## config.mk

```make
export PLATFORM = sky130hd
export DESIGN_NAME = tstate_sequencer_flat
export DESIGN_NICKNAME = d
export VERILOG_FILES = /design/src/rtl/tstate_sequencer_if.sv /design/src/rtl/tstate_sequencer.sv /design/src/flat_wrapper.sv
export SDC_FILE = /design/constraint.sdc
export NUM_CORES = 1
export LEC_CHECK = 0
export ABC_CLOCK_PERIOD_IN_PS = 4300
export CAP_MARGIN = 20
export CORE_ASPECT_RATIO = 0.7
export CORE_MARGIN = 2
export CORE_UTILIZATION = 50
export CTS_CLUSTER_DIAMETER = 200
export CTS_CLUSTER_SIZE = 14
export DETAILED_ROUTE_END_ITERATION = 12
export PLACE_DENSITY = 0.79
export SETUP_SLACK_MARGIN = 0.4
export SLEW_MARGIN = 20
export SYNTH_ARGS = -nofsm -noshare
export SYNTH_HDL_FRONTEND = slang
export SYNTH_SLANG_ARGS = --single-unit
export TNS_END_PERCENT = 1
```

## constraint.sdc

```tcl
create_clock -name CLK -period 4.3 [get_ports CLK]
set_input_delay 0.645 -clock CLK [delete_from_list [all_inputs] [get_ports CLK]]
set_output_delay 0.645 -clock CLK [all_outputs]
set_load 0.05 [all_outputs]
```

## src/rtl/tstate_sequencer_if.sv

```systemverilog
// Ring-side bus of the T-state sequencer: one-hot state and decoded length in,
// T-state index, ring clear, end-of-instruction and error status out.
interface tstate_sequencer_if #(
  parameter int unsigned NSTATES = 18
);
  logic [NSTATES-1:0] state;
  logic               len_valid;
  logic [4:0]         len;
  logic [4:0]         tstate_idx;
  logic               nclr_ring;
  logic               instr_done;
  logic               seq_err;
  logic [1:0]         err_code;

  modport master (
    output state, len_valid, len,
    input  tstate_idx, nclr_ring, instr_done, seq_err, err_code
  );

  modport slave (
    input  state, len_valid, len,
    output tstate_idx, nclr_ring, instr_done, seq_err, err_code
  );
endinterface

```

## src/rtl/tstate_sequencer.sv

```systemverilog
// Terminates each instruction on the T-state ring after its own length and
// checks ring sequencing. Define TSEQ_CHECK_EN to build the checker and ERR state.
module tstate_sequencer #(
  parameter int unsigned NSTATES    = 18,
  parameter int unsigned FETCH_LAST = 3
) (
  input logic               CLK,
  input logic               CLR,
  tstate_sequencer_if.slave bus
);
  localparam int unsigned   IW        = 5;
  localparam logic [IW-1:0] IDX_FIRST = IW'(1);
  localparam logic [IW-1:0] IDX_FL    = IW'(FETCH_LAST);
  localparam logic [IW-1:0] IDX_MIN   = IW'(FETCH_LAST + 1);
  localparam logic [IW-1:0] IDX_LAST  = IW'(NSTATES);

`ifdef TSEQ_CHECK_EN
  typedef enum logic [1:0] {SYNC, FETCH, EXEC, ERR} fsm_t;
`else
  typedef enum logic [1:0] {SYNC, FETCH, EXEC} fsm_t;
`endif

  fsm_t          fsm_q, fsm_d;
  logic [IW-1:0] len_q, len_d;
  logic          nclr_q, nclr_d;
  logic          done_q, done_d;
  logic [IW-1:0] idx_c;
  logic          onehot_c;
  logic [IW-1:0] len_sel_c;

`ifdef TSEQ_CHECK_EN
  logic [IW-1:0] prev_q, prev_d;
  logic          wrap_q, wrap_d;
  logic          seq_err_q, seq_err_d;
  logic [1:0]    err_q, err_d;
  logic [IW-1:0] exp_c;
  logic [1:0]    cause_c;
`endif

  // One-hot to binary; anything not exactly one-hot encodes as 0
  always_comb begin
    idx_c    = '0;
    onehot_c = (bus.state != '0) && ((bus.state & (bus.state - NSTATES'(1))) == '0);
    for (int i = 0; i < int'(NSTATES); i++) begin
      if (bus.state[i]) idx_c = IW'(i + 1);
    end
    if (!onehot_c) idx_c = '0;
  end

  // Length to latch at FETCH_LAST: clamped, or full ring when none is offered
  always_comb begin
    if (!bus.len_valid)          len_sel_c = IDX_LAST;
    else if (bus.len < IDX_MIN)  len_sel_c = IDX_MIN;
    else if (bus.len > IDX_LAST) len_sel_c = IDX_LAST;
    else                         len_sel_c = bus.len;
  end

  always_ff @(posedge CLK) begin
    if (CLR) begin
      fsm_q     <= SYNC;
      len_q     <= IDX_LAST;
      nclr_q    <= 1'b0;
      done_q    <= 1'b0;
`ifdef TSEQ_CHECK_EN
      prev_q    <= '0;
      wrap_q    <= 1'b0;
      seq_err_q <= 1'b0;
      err_q     <= 2'b00;
`endif
    end else begin
      fsm_q     <= fsm_d;
      len_q     <= len_d;
      nclr_q    <= nclr_d;
      done_q    <= done_d;
`ifdef TSEQ_CHECK_EN
      prev_q    <= prev_d;
      wrap_q    <= wrap_d;
      seq_err_q <= seq_err_d;
      err_q     <= err_d;
`endif
    end
  end

  always_comb begin
    fsm_d  = fsm_q;
    len_d  = len_q;
    nclr_d = 1'b1;
    done_d = 1'b0;
`ifdef TSEQ_CHECK_EN
    prev_d    = prev_q;
    wrap_d    = wrap_q;
    seq_err_d = seq_err_q;
    err_d     = err_q;
    exp_c     = wrap_q ? IDX_FIRST : prev_q + IW'(1);
    // Cause priority: not one-hot, then out of order, then missing length
    if (idx_c == '0)
      cause_c = 2'b01;
    else if (idx_c != exp_c)
      cause_c = 2'b10;
    else if (fsm_q == FETCH && idx_c == IDX_FL && !bus.len_valid)
      cause_c = 2'b11;
    else
      cause_c = 2'b00;
`endif

    case (fsm_q)
      // Wait for T01 from a free-running ring, not one still being cleared
      SYNC: begin
        if (idx_c == IDX_FIRST && nclr_q) begin
          fsm_d = FETCH;
`ifdef TSEQ_CHECK_EN
          prev_d = IDX_FIRST;
          wrap_d = 1'b0;
`endif
        end
      end
      FETCH, EXEC: begin
`ifdef TSEQ_CHECK_EN
        if (cause_c != 2'b00) begin
          fsm_d     = ERR;
          err_d     = cause_c;
          seq_err_d = 1'b1;
          nclr_d    = 1'b0;
        end else begin
          prev_d = idx_c;
          wrap_d = 1'b0;
`else
        if (idx_c == '0) begin
          nclr_d = nclr_q;
          done_d = done_q;
        end else begin
`endif
          if (fsm_q == FETCH) begin
            if (idx_c == IDX_FL) begin
              len_d = len_sel_c;
              fsm_d = EXEC;
              // Shortest instruction ends in the T-state right after fetch
              if (len_sel_c == IDX_MIN) begin
                nclr_d = 1'b0;
                done_d = 1'b1;
              end
            end
          end else if (done_q) begin
            fsm_d = FETCH;
`ifdef TSEQ_CHECK_EN
            wrap_d = 1'b1;
`endif
          end else if (idx_c == len_q - IW'(1)) begin
            nclr_d = 1'b0;
            done_d = 1'b1;
          end
        end
      end
`ifdef TSEQ_CHECK_EN
      ERR: begin
        nclr_d = 1'b0;
      end
`endif
      default: fsm_d = SYNC;
    endcase
  end

  assign bus.tstate_idx = idx_c;
  assign bus.nclr_ring  = nclr_q;
  assign bus.instr_done = done_q;
`ifdef TSEQ_CHECK_EN
  assign bus.seq_err    = seq_err_q;
  assign bus.err_code   = err_q;
`else
  assign bus.seq_err    = 1'b0;
  assign bus.err_code   = 2'b00;
`endif
endmodule

```

## src/flat_wrapper.sv

```systemverilog
// flat-port wrapper written by rule: the top's interface ports become plain ports
module tstate_sequencer_flat 
#(
  parameter int unsigned NSTATES    = 18,
  parameter int unsigned FETCH_LAST = 3
)
  (CLK, CLR, bus_state, bus_len_valid, bus_len, bus_tstate_idx, bus_nclr_ring, bus_instr_done, bus_seq_err, bus_err_code);
  tstate_sequencer_if #(.NSTATES(NSTATES)) bus_i ();
  input logic CLK;
  input logic CLR;
  input wire logic [$bits(bus_i.state)-1:0] bus_state;
  input wire logic [$bits(bus_i.len_valid)-1:0] bus_len_valid;
  input wire logic [$bits(bus_i.len)-1:0] bus_len;
  output wire logic [$bits(bus_i.tstate_idx)-1:0] bus_tstate_idx;
  output wire logic [$bits(bus_i.nclr_ring)-1:0] bus_nclr_ring;
  output wire logic [$bits(bus_i.instr_done)-1:0] bus_instr_done;
  output wire logic [$bits(bus_i.seq_err)-1:0] bus_seq_err;
  output wire logic [$bits(bus_i.err_code)-1:0] bus_err_code;
  assign bus_i.state = bus_state;
  assign bus_i.len_valid = bus_len_valid;
  assign bus_i.len = bus_len;
  assign bus_tstate_idx = bus_i.tstate_idx;
  assign bus_nclr_ring = bus_i.nclr_ring;
  assign bus_instr_done = bus_i.instr_done;
  assign bus_seq_err = bus_i.seq_err;
  assign bus_err_code = bus_i.err_code;
  tstate_sequencer #(.NSTATES(NSTATES), .FETCH_LAST(FETCH_LAST)) u_core (.CLK(CLK), .CLR(CLR), .bus(bus_i));
endmodule
```

==> results.ini <==
[yosys]
async_flop_share_pct=0
ys_seq_area_share_pct=13.91
yosysUniqueCellTypes=61
synth_area_um2=1295
ys_ff_latch=9
avgSynthCellArea_um2=7.442
synth_edf_count=0
yosys_warnings=0
synthCells=174
synth_top_flop_cell=dfxtp_1

[routing]
ant_nets=0
vias=1500
drc_errors=0
initialDrtViolationCount=121
drt-vias-per-instance=6.250
drt-wirelength-per-cell_um=16.40
dr.pass1.iters=7
detail_route.wirelength_mm=3.937

[pwr]
ir_worst_vdd_mv=0.1540
p_leak_nw=0.6790
power_w=0.0002893
power_density_nw_per_um2=170.8

[cells_and_area]
final_common_cell=clkdlybuf4s50_1
final_nets=238
num_antenna_cells=0
area.growth.synth_to_final_pct=30.82
final_cell_mix=clkdlybuf4s50_1, nor2_1, inv_1
drive_above_1_share_pct=15.05

[sta]
rsz0062_at_grt=false
maxSlewHeadroom_pct=51.26
worst_slew_pin_slew_ns=0.7312
slew_viol_final=0
finalSetupTns_ns=0
timing.final.crit_share_pct=88.66
clock.fmax_ghz=0.2623
hold_violations=0
fin_skew_ns=0.002451
setup_viol=0
post-route-min-period_ns=3.812

[setup_path]
ff2ff_path_depth=9
rrSetupSlack_ns=1.98
slowest_stage=clkdlybuf4s50_1
r2r-end=u_core.bus.instr_done$_SDFFE_PP0P_
crit_fanout=8
cp_cell_sequence=clkdlybuf4s50_1, nor4_4, nand3_1, o21a_1, o21ai_4, nand3_1, nor3b_2, buf_12
cp-start-kind=input pin
slowest_delay_ns=0.55
arrival_ns=3.17
required_ns=3.65
r2r_start=u_core.len_q[0]$_SDFFE_PP0P_
endpoint_kind=primary output
path_class=input pin to primary output
cp_common_cell=nand3_1

[grt]
grt-ovfl-total=0
grt_max_degree=12
track_usage_pct=26.87
antenna_found_initial=0
grt_pass1_wl_mm=6.099
grt_pass1_vias=1299

[place]
io_buffers=32
dp_hpwl_mm=3.135
place.gp.congestion=0.9414

[hold_path]
min_from=u_core.len_q[4]$_SDFFE_PP1P_
hold-path-cell-count=1
hold_class=flip-flop to flip-flop
holdPathEnd=u_core.len_q[4]$_SDFFE_PP1P_

[die]
die_area_um2=3020
die_w_um=64.83
die_h_um=46.58
pin_count=36
initial_core_util_pct=52.67
core_um2=2459
num_rows=15

[clocking]
clock_latency_ns=0.23
postCtsHoldBufs=0
clock_path_buffers=2
cts_buffers=3
cts.htree.levels=1
cts.sinks=9
cts-root-buf=clkbuf_8
cts_tree=yes
clkTransAtPathRegs_ns=0.04

[run_status]
outcome=finished, final reports clean

[run]
maxCapViolations=0

[logic make-up (layout without fill, tap and decap cells)]
logic type                 after synthesis  count (layout)  share of synthesized area, %
buffers and inverters                   20              50                         8.019
adders and majority gates                5               5                         4.831
DFF                                      9               9                         13.91
AOI/OAI and AO/OA                       51              51                         28.99
other                                    1               3                        0.2896
xor gates and xnor gates                 3               3                         2.029
and+or+nand+nor                         78              78                         36.52
muxes                                    7               7                         5.411
[synthesized netlist by cell type (2+ instances only)]
cell | count | share of area [%]
nor2_1 | 25 | 7.2
nor4_4 | 2 | 3.3
nor4_2 | 2 | 1.9
a21oi_1 | 8 | 3.1
buf_4 | 3 | 1.7
o21ai_1 | 2 | 0.77
clkbuf_1 | 2 | 0.58
nor3_1 | 3 | 1.2
a31oi_1 | 4 | 1.9
nand2b_1 | 3 | 1.4
ha_1 | 5 | 4.8
o21bai_1 | 2 | 1.2
a22oi_1 | 2 | 1.2
or4_1 | 2 | 1.2
xnor2_1 | 2 | 1.4
o21ai_0 | 11 | 4.3
or2_2 | 2 | 0.97
nand2_1 | 11 | 3.2
a211oi_1 | 3 | 1.7
nand3_1 | 5 | 1.9
and3_1 | 3 | 1.4
mux2i_1 | 7 | 5.4
o31ai_1 | 3 | 1.7
nor4_1 | 4 | 1.9
o211ai_1 | 2 | 1.2
dfxtp_1 | 9 | 14
inv_1 | 13 | 3.8
[state kept, by name (all words and copies together) (netlist names)]
register / flops
u_core.len_q: 5
u_core.fsm_q: 2
u_core.bus.instr_done: 1
u_core.bus.nclr_ring: 1
[worst max-delay path, delay by kind of cell]
family	cells	cell delay, ns
buf+inv	2	0.73
compound gates	2	0.52
simple gates	4	1.26
[per-layer routing]
metal	GRT usage (%)	wire length (um)
met4	5.106	96
met5	0	0
met1	37.63	1645
met3	6.601	493
met2	42.27	1701
[cell type report]
type / instances / area, um^2
fillers: 191 / 764.5
multi-input cells: 147 / 1037
repair buffers: 33 / 340.3
clock buffers: 4 / 45.04
well taps: 34 / 42.54
flip-flops and latches: 9 / 180.2
inverters: 13 / 48.80
[through the flow]
stage | area [um^2] | cells | utilization [%] | hold slack (ns) | worst slack [ns]
after global routing | 1694 | 240 | 68.91 | 0.5348 | 0.4079
final | 1694 | 240 | 68.91 | 0.5117 | 0.4876
after detailed placement | 1623 | 235 | 66.01 | 0.4957 | 0.3624
after floorplan | 1303 | 176 | - | 0.4575 | 0.5868
after CTS | 1673 | 239 | 68.04 | 0.5052 | 0.3896
after global placement | 1623 | 235 | 66.01 | 0.4783 | 0.5417
[report_power, final]
group / total [W] / switching (W) / internal (W)
logic: 0.000108 / 0.0000638 / 0.0000438
registers: 0.0000875 / 0.00000162 / 0.0000859
clock network: 0.0000942 / 0.0000300 / 0.0000643
total: 0.000289 / 0.0000954 / 0.000194
[what timing repair did]
action,in CTS,in global routing
setup buffers,0,1
gates resized for setup,1,2
pin swaps,0,1
gates cloned,0,0
endpoints found under the setup margin,1,2
[how the worst max path moves through the flow]
stage / from / end / slack [ns] / cells after the start
2_1_floorplan: bus_state[7] / bus_tstate_idx[2] / 0.59 / 6
3_3_place_gp: bus_state[3] / bus_tstate_idx[2] / 0.54 / 8
3_5_place_dp: bus_state[9] / bus_tstate_idx[2] / 0.36 / 8
4_1_cts: bus_state[9] / bus_tstate_idx[3] / 0.39 / 8
5_1_grt: bus_state[9] / bus_tstate_idx[2] / 0.41 / 8
6_report: bus_state[9] / bus_tstate_idx[2] / 0.49 / 8
No activity file was read; power rests on OpenSTA's default activity.
